`src/rtl/uart_rx_if.sv`:
```
// Serial-receive bundle: line and baud tick in, received byte and status pulses out.
interface uart_rx_if #(
  parameter int DATA_BITS = 8
);
  logic                 baud_tick;
  logic                 rx;
  logic [DATA_BITS-1:0] rx_data;
  logic                 rx_done;
  logic                 frame_err;
  logic                 rx_busy;

  modport master (
    output baud_tick, rx,
    input  rx_data, rx_done, frame_err, rx_busy
  );

  modport slave (
    input  baud_tick, rx,
    output rx_data, rx_done, frame_err, rx_busy
  );
endinterface

```
`src/rtl/uart_rx.sv`:
```
// Oversampling UART receiver: mid-bit sampling, one stop bit, break detection
// so a line held low after a framing error cannot start a new frame.
module uart_rx #(
  parameter int DATA_BITS  = 8,
  parameter int OVERSAMPLE = 8
) (
  input  logic     clk,
  input  logic     rst,
  uart_rx_if.slave bus
);
  localparam int TW = $clog2(OVERSAMPLE);
  localparam int BW = $clog2(DATA_BITS + 1);
  localparam logic [TW-1:0] TICK_LAST = TW'(OVERSAMPLE - 1);
  localparam logic [TW-1:0] HALF_LAST = TW'(OVERSAMPLE / 2 - 1);
  localparam logic [BW-1:0] BIT_LAST  = BW'(DATA_BITS - 1);

  typedef enum logic [2:0] {S_IDLE, S_START, S_DATA, S_STOP, S_BREAK} state_t;

  state_t               state, state_nxt;
  logic                 rx_meta, rx_s;
  logic [TW-1:0]        tick_cnt;
  logic [BW-1:0]        bit_cnt;
  logic [DATA_BITS-1:0] shreg, data_q;
  logic                 done_q, ferr_q, busy;

  always_ff @(posedge clk or posedge rst) begin
    if (rst) begin
      rx_meta <= 1'b1;
      rx_s    <= 1'b1;
    end else begin
      rx_meta <= bus.rx;
      rx_s    <= rx_meta;
    end
  end

  always_ff @(posedge clk or posedge rst) begin
    if (rst) state <= S_IDLE;
    else     state <= state_nxt;
  end

  always_comb begin
    state_nxt = state;
    case (state)
      S_IDLE:  if (bus.baud_tick && !rx_s) state_nxt = S_START;
      S_START: if (bus.baud_tick && tick_cnt == HALF_LAST)
                 state_nxt = rx_s ? S_IDLE : S_DATA;
      S_DATA:  if (bus.baud_tick && tick_cnt == TICK_LAST && bit_cnt == BIT_LAST)
                 state_nxt = S_STOP;
      S_STOP:  if (bus.baud_tick && tick_cnt == TICK_LAST)
                 state_nxt = rx_s ? S_IDLE : S_BREAK;
      // Leaving BREAK needs no tick: any return of the line to idle ends it.
      S_BREAK: if (rx_s) state_nxt = S_IDLE;
      default: state_nxt = S_IDLE;
    endcase
  end

  always_comb begin
    busy = (state != S_IDLE);
  end

  always_ff @(posedge clk or posedge rst) begin
    if (rst) begin
      tick_cnt <= '0;
      bit_cnt  <= '0;
      shreg    <= '0;
      data_q   <= '0;
      done_q   <= 1'b0;
      ferr_q   <= 1'b0;
    end else begin
      done_q <= 1'b0;
      ferr_q <= 1'b0;
      if (bus.baud_tick) begin
        case (state)
          S_IDLE: begin
            tick_cnt <= '0;
            bit_cnt  <= '0;
          end
          S_START: begin
            if (tick_cnt == HALF_LAST) begin
              tick_cnt <= '0;
              bit_cnt  <= '0;
            end else begin
              tick_cnt <= tick_cnt + TW'(1);
            end
          end
          S_DATA: begin
            if (tick_cnt == TICK_LAST) begin
              shreg    <= {rx_s, shreg[DATA_BITS-1:1]};
              tick_cnt <= '0;
              bit_cnt  <= bit_cnt + BW'(1);
            end else begin
              tick_cnt <= tick_cnt + TW'(1);
            end
          end
          S_STOP: begin
            if (tick_cnt == TICK_LAST) begin
              tick_cnt <= '0;
              if (rx_s) begin
                data_q <= shreg;
                done_q <= 1'b1;
              end else begin
                ferr_q <= 1'b1;
              end
            end else begin
              tick_cnt <= tick_cnt + TW'(1);
            end
          end
          default: tick_cnt <= '0;
        endcase
      end
    end
  end

  assign bus.rx_data   = data_q;
  assign bus.rx_done   = done_q;
  assign bus.frame_err = ferr_q;
  assign bus.rx_busy   = busy;
endmodule

```
`src/flat_wrapper.sv`:
```
// flat-port wrapper written by rule: the top's interface ports become plain ports
module uart_rx_flat 
#(
  parameter int DATA_BITS  = 8,
  parameter int OVERSAMPLE = 8
)
  (clk, rst, bus_baud_tick, bus_rx, bus_rx_data, bus_rx_done, bus_frame_err, bus_rx_busy);
  uart_rx_if #(.DATA_BITS(DATA_BITS)) bus_i ();
  input  logic clk;
  input  logic rst;
  input wire logic [$bits(bus_i.baud_tick)-1:0] bus_baud_tick;
  input wire logic [$bits(bus_i.rx)-1:0] bus_rx;
  output wire logic [$bits(bus_i.rx_data)-1:0] bus_rx_data;
  output wire logic [$bits(bus_i.rx_done)-1:0] bus_rx_done;
  output wire logic [$bits(bus_i.frame_err)-1:0] bus_frame_err;
  output wire logic [$bits(bus_i.rx_busy)-1:0] bus_rx_busy;
  assign bus_i.baud_tick = bus_baud_tick;
  assign bus_i.rx = bus_rx;
  assign bus_rx_data = bus_i.rx_data;
  assign bus_rx_done = bus_i.rx_done;
  assign bus_frame_err = bus_i.frame_err;
  assign bus_rx_busy = bus_i.rx_busy;
  uart_rx #(.DATA_BITS(DATA_BITS), .OVERSAMPLE(OVERSAMPLE)) u_core (.clk(clk), .rst(rst), .bus(bus_i));
endmodule
```
`config.mk`:
```
export PLATFORM = sky130hd
export DESIGN_NAME = uart_rx_flat
export DESIGN_NICKNAME = d
export VERILOG_FILES = /design/src/rtl/uart_rx_if.sv /design/src/rtl/uart_rx.sv /design/src/flat_wrapper.sv
export SDC_FILE = /design/constraint.sdc
export NUM_CORES = 1
export LEC_CHECK = 0
export BUFFER_PORTS_ARGS = -buffer_cell sky130_fd_sc_hd__buf_2
export CELL_PAD_IN_SITES_DETAIL_PLACEMENT = 0
export CELL_PAD_IN_SITES_GLOBAL_PLACEMENT = 1
export CORE_ASPECT_RATIO = 0.5
export CORE_MARGIN = 5
export CORE_UTILIZATION = 39
export CTS_CLUSTER_DIAMETER = 120
export CTS_CLUSTER_SIZE = 20
export DETAILED_ROUTE_END_ITERATION = 10
export PLACE_DENSITY_LB_ADDON = 0.1
export SLEW_MARGIN = 20
export SYNTH_ARGS = -nofsm -noshare
export SYNTH_HDL_FRONTEND = slang
export SYNTH_SLANG_ARGS = --single-unit
```
`constraint.sdc`:
```
create_clock -name clk -period 2.3 [get_ports clk]
set_clock_uncertainty 0.05 [all_clocks]
set_input_delay 0.46 -clock clk [delete_from_list [all_inputs] [get_ports clk]]
set_output_delay 0.46 -clock clk [all_outputs]
set_load 0.05 [all_outputs]
```
-- After elaboration in Yosys (flattened, before gate mapping)
Index checks and enable logic that the tools add are counted.
- $add $sub $neg: 2
- eq/ne operators: 14
- multiplexer cells: 22
- reduce and logical (&&, ||, !) cells: 13
- operators by type and width (operator ; count):
    two-way mux 3 bit ; 8
    one-hot mux 3 bit (5 select lines) ; 1
    inequality test 2 x 1 -> 1 bit (second input constant) ; 7
    one-hot mux 4 bit (3 select lines) ; 1
    == test 3 x 2 -> 1 bit (second input constant) ; 3
    two-way mux 1 bit ; 8
    two-way mux 4 bit ; 2
    AND reduction 4 bit ; 2
    == test 3 bit (second input constant) ; 2
    one-hot mux 3 bit (2 select lines) ; 1
    nonzero test 3 bit ; 2
    AND reduction 5 bit ; 1
    adder 4 x 1 -> 4 bit (second input constant) ; 1
    == test 4 x 3 -> 1 bit (second input constant) ; 1
    logical AND 1 bit ; 4
    adder 3 x 1 -> 3 bit (second input constant) ; 1
    == test 3 x 1 -> 1 bit (second input constant) ; 1
    logical NOT 3 bit ; 1
    AND reduction 3 bit ; 1
    two-way mux 2 bit ; 1
    OR reduction 2 bit ; 1
    logical NOT 1 bit ; 1
- register bits after elaboration: 30
- input bits: 4
- output and inout port bits: 11
- logic and storage cells: 60

-- Longest topological paths before layout
- depth in word-level cells: 5
- mapped depth: 7
- depth with buffers taken out: 7

-- Worst setup path after synthesis
No wires, ideal clock.
- kind: reg-to-reg
- start point: register u_core.tick_cnt[0]
- end point: register u_core.state[0]
- library setup time: 0.094 ns
- arrival: 1.557 ns
- required time: 2.156 ns
- setup slack: 0.599 ns
- stages on the path, launching flop included: 7
- buffers on the path: 0
- period minus slack after synthesis: 1.701 ns
- path through: dfrtp_1 > ha_1 > ha_1 > and2_0 > o21ai_0 > a311oi_1 > a211oi_1
- word-level cells in the longest chain between the ends: 5
- elaborated cells on any way between the ends: 9
- classes of those cells: 5 x eq/ne; 4 x reduce/logical
- ends and longest elaborated chain (item ; line ; text):
    start, declared ; uart_rx.sv:21 ; logic [TW-1:0] tick_cnt;
    start signal, assigned ; uart_rx.sv:83 ; tick_cnt <= tick_cnt + TW'(1);
    start signal, assigned ; uart_rx.sv:92 ; tick_cnt <= tick_cnt + TW'(1);
    start signal, assigned ; uart_rx.sv:105 ; tick_cnt <= tick_cnt + TW'(1);
    == test 3 bit ; uart_rx.sv:47, uart_rx.sv:49 ;
    logical AND 1 bit ; uart_rx.sv:47, uart_rx.sv:49 ;
    logical AND 1 bit ; uart_rx.sv:47 ; S_DATA: if (bus.baud_tick && tick_cnt == TICK_LAST && bit_cnt == BIT_LAST)
    inequality test 2 x 1 -> 1 bit (no line) ; - ;
    AND reduction 5 bit (no line) (*) ; - ;
    end signal, assigned ; uart_rx.sv:38 ; else state <= state_nxt;
    end, declared ; uart_rx.sv:19 ; state_t state, state_nxt;
Every way passes the cells marked *; elsewhere a longest branch is shown, timed or not.
A chain may end at the register's enable or synchronous reset.

-- Worst setup path after layout
- start point: register u_core.state[1]
- end point: output port bus_rx_busy
- word-level cells in the longest chain between the ends: 1
- ends and longest elaborated chain (item ; line ; text):
    nonzero test 3 bit ; uart_rx.sv:58 ; busy = (state != S_IDLE);
    end, declared ; flat_wrapper.sv:16 ; output wire logic [$bits(bus_i.rx_busy)-1:0] bus_rx_busy;
No other way between the ends.

==> run metrics <==
DRC Markers 0; Initial Util 40.2%; CP endpoint kind primary output; pre-CTS setup slack approximately 0.3 ns; CTS tree done; routability cong. roughly 0.71; Worst-path clk slew around 0.070 ns; Via Count between 800 and 900; worst path cell trace or3_1 -> buf_2; Leak just under 0.8 nW; most numerous cell in the Yosys netlist dfrtp_1; worst setup path start u_core.state[1]; cts bufs inserted 5; first-pass GRT wire length about 4300 um; Crit path arrival time 1.48 ns; Max-cap violations 0; cell accounting for the most synthesized area dfrtp_1; Final Core Density between 40 and 50%; max-slew violations 0; drt via density about 4.6; CP delay by family, top flip-flops; DP Area between 0.001 and 0.0015 mm^2; Synth top cells by count dfrtp_1, mux2_2, inv_1, nand2_1, ha_1; final WL 2570 um; Synth cell types 32; core footprint 0.00340 mm^2; peak supply drop approximately 0.00028 V; CTS Hold Buffers Added 0; fraction of registers with async set/reset between 90% and 100%; RSZ-0062 raised after global routing no; critical path fanouts, max 16; fmax between 500 and 600 MHz; status finished clean; layout cell share with drive strength beyond 1 approximately a third; NumNets Final approximately 140; Yosys reg bits 30; largest cells by area after synthesis dfrtp_1, mux2_2, ha_1, dfstp_2, mux2i_1; reg-to-reg startpoint u_core.tick_cnt[0]; largest net degree at the start of global routing 31; worst r2r path cells 6; n_diodes 0; period utilization 86.7%; # clock sinks 30; post-synthesis sequential area ratio a little under three fifths; clock buffer depth 2; worst path bufs/invs 1; die area between 0.004 and 0.005 mm^2; DR WL/cell around 14 um; Synth Cell Area 0.00137 mm^2; Tmin final approximately 2 ns; Final WS setup between 0.3 and 0.4 ns; Rel. slew slack about 65%; Root Driver clkbuf_8; Worst Path Required between 1.5 and 2 ns; Syn Area/Cell about 12 um^2; number of I/O pins 15; die width between 90 and 100 um; Chip Height 51.8 um; endpoints failing setup 0; PnR Total Power ~1.6 mW; Layout area overhead 19.5%; CP max-delay cell dfrtp_1; Mapped Cells roughly 110; share of Yosys cell area claimed by the top area cell type between 50% and 60%; Reg-to-Reg End u_core.state[0]; grt ovf 0; Global Route Usage Sum between 10 and 15%; insertion delay to the later sink of the worst-skew pair between 0.2 and 0.3 ns; Final Hold Vio Count 0; Antenna Nets Post-Route 0; HPWL Detailed between 1500 and 2000 um; Post-synth EDFFs 0; Resized Gates After CTS 0; slowest stage delay, CP 0.57 ns; Non-Filler Instances approximately 180; drt first pass iters 4; vias in the first global route 850; Tightest Pin Transition about 0.52 ns; Syn Nets around 120; htree depth 2; Hold WS 0.184 ns; hold crit path type input port to asynchronous set/reset pin; Synth Warn # 0; fill cell count 315; ys flop type dfrtp_1; buffers added on ports 14; CP startpoint kind register; CP Class register to primary output; Setup Fix Bufs, Post-CTS 0; Final Instance Area 0.00163 mm^2; power density over the cells about 990 mW/mm^2; Setup TNS 0 ns; Cells after DPL between 150 and 200; FP Rows 15; Reg2Reg Setup Slack approximately 0.38 ns; 1st-iter DRT viols 34; antenna violations before repair 0
## metal layers
metal  routed length (um)  track usage (%)
met5                    0                0
met2                 1070             16.8
met1                 1340             16.6
met3                  111             4.48
met4                   55             8.63
## logic make-up after synthesis
logic type,count (synthesis),share of synthesized area [%]
AOI/OAI and AO/OA,14,6.23
adders and majority gates,6,5.50
buffers and inverters,10,3.21
DFF,30,55.2
and+or+nand+nor,34,14.5
muxes,19,15.4
## final cells by class
| cell class | instances | area (um^2) | area share, % |
|---|---|---|---|
| Tap cell | 51 | 63.8 | 3.91 |
| Sequential cell | 30 | 753 | 46.2 |
| Clock inverter | 2 | 60.1 | 3.68 |
| Clock buffer | 6 | 82.6 | 5.06 |
| Inverter | 7 | 26.3 | 1.61 |
| Multi-Input combinational cell | 73 | 568 | 34.8 |
| Timing Repair Buffer | 15 | 77.6 | 4.75 |
## cells in the final DEF, fill, tap and decap left out, types with 2 or more instances in the layout
| cell | instances |
|---|---|
| clkbuf_8 | 6 |
| dfstp_2 | 2 |
| nand3_1 | 4 |
| nor2b_1 | 3 |
| a31oi_1 | 2 |
| nor3b_1 | 2 |
| dfrtp_1 | 28 |
| nand3b_1 | 2 |
| ha_1 | 6 |
| mux2i_1 | 3 |
| mux2_2 | 16 |
| inv_1 | 7 |
| nand2_1 | 7 |
| o21ai_0 | 5 |
| bufinv_16 | 2 |
| nor2_1 | 5 |
| o22ai_1 | 2 |
| a21oi_1 | 2 |
| buf_2 | 14 |
## power breakdown
part	leakage (nW)	internal, mW	switching, mW
Combinational	0.317	0.119	0.160
Clock	0.0714	0.462	0.208
Sequential	0.406	0.571	0.0922
## flip-flops by register name, summed over array words and instances, names as in the netlist
register	cells
u_core.bit_cnt	4
u_core.bus.frame_err	1
u_core.bus.rx_data	8
u_core.bus.rx_done	1
u_core.rx_meta	1
u_core.rx_s	1
u_core.shreg	8
u_core.state	3
u_core.tick_cnt	3
## worst reg2reg max path: stages, from the launching register on
cell,delay (ns)
dfrtp_1,0.40
ha_1,0.26
ha_1,0.24
and2_0,0.16
o21ai_0,0.34
a311oi_1,0.15
a211oi_1,0.24
## how the worst max path moves through the flow
stage	slack, ns	cells after the start	to
after global placement	0.31	4	u_core.shreg[5]
final	0.31	2	bus_rx_busy
after CTS	0.30	2	bus_rx_busy
after detailed placement	0.30	4	u_core.shreg[4]
after floorplan	0.60	6	u_core.state[0]
after global routing	0.24	6	u_core.state[0]
(Power assumes the default switching activity.)
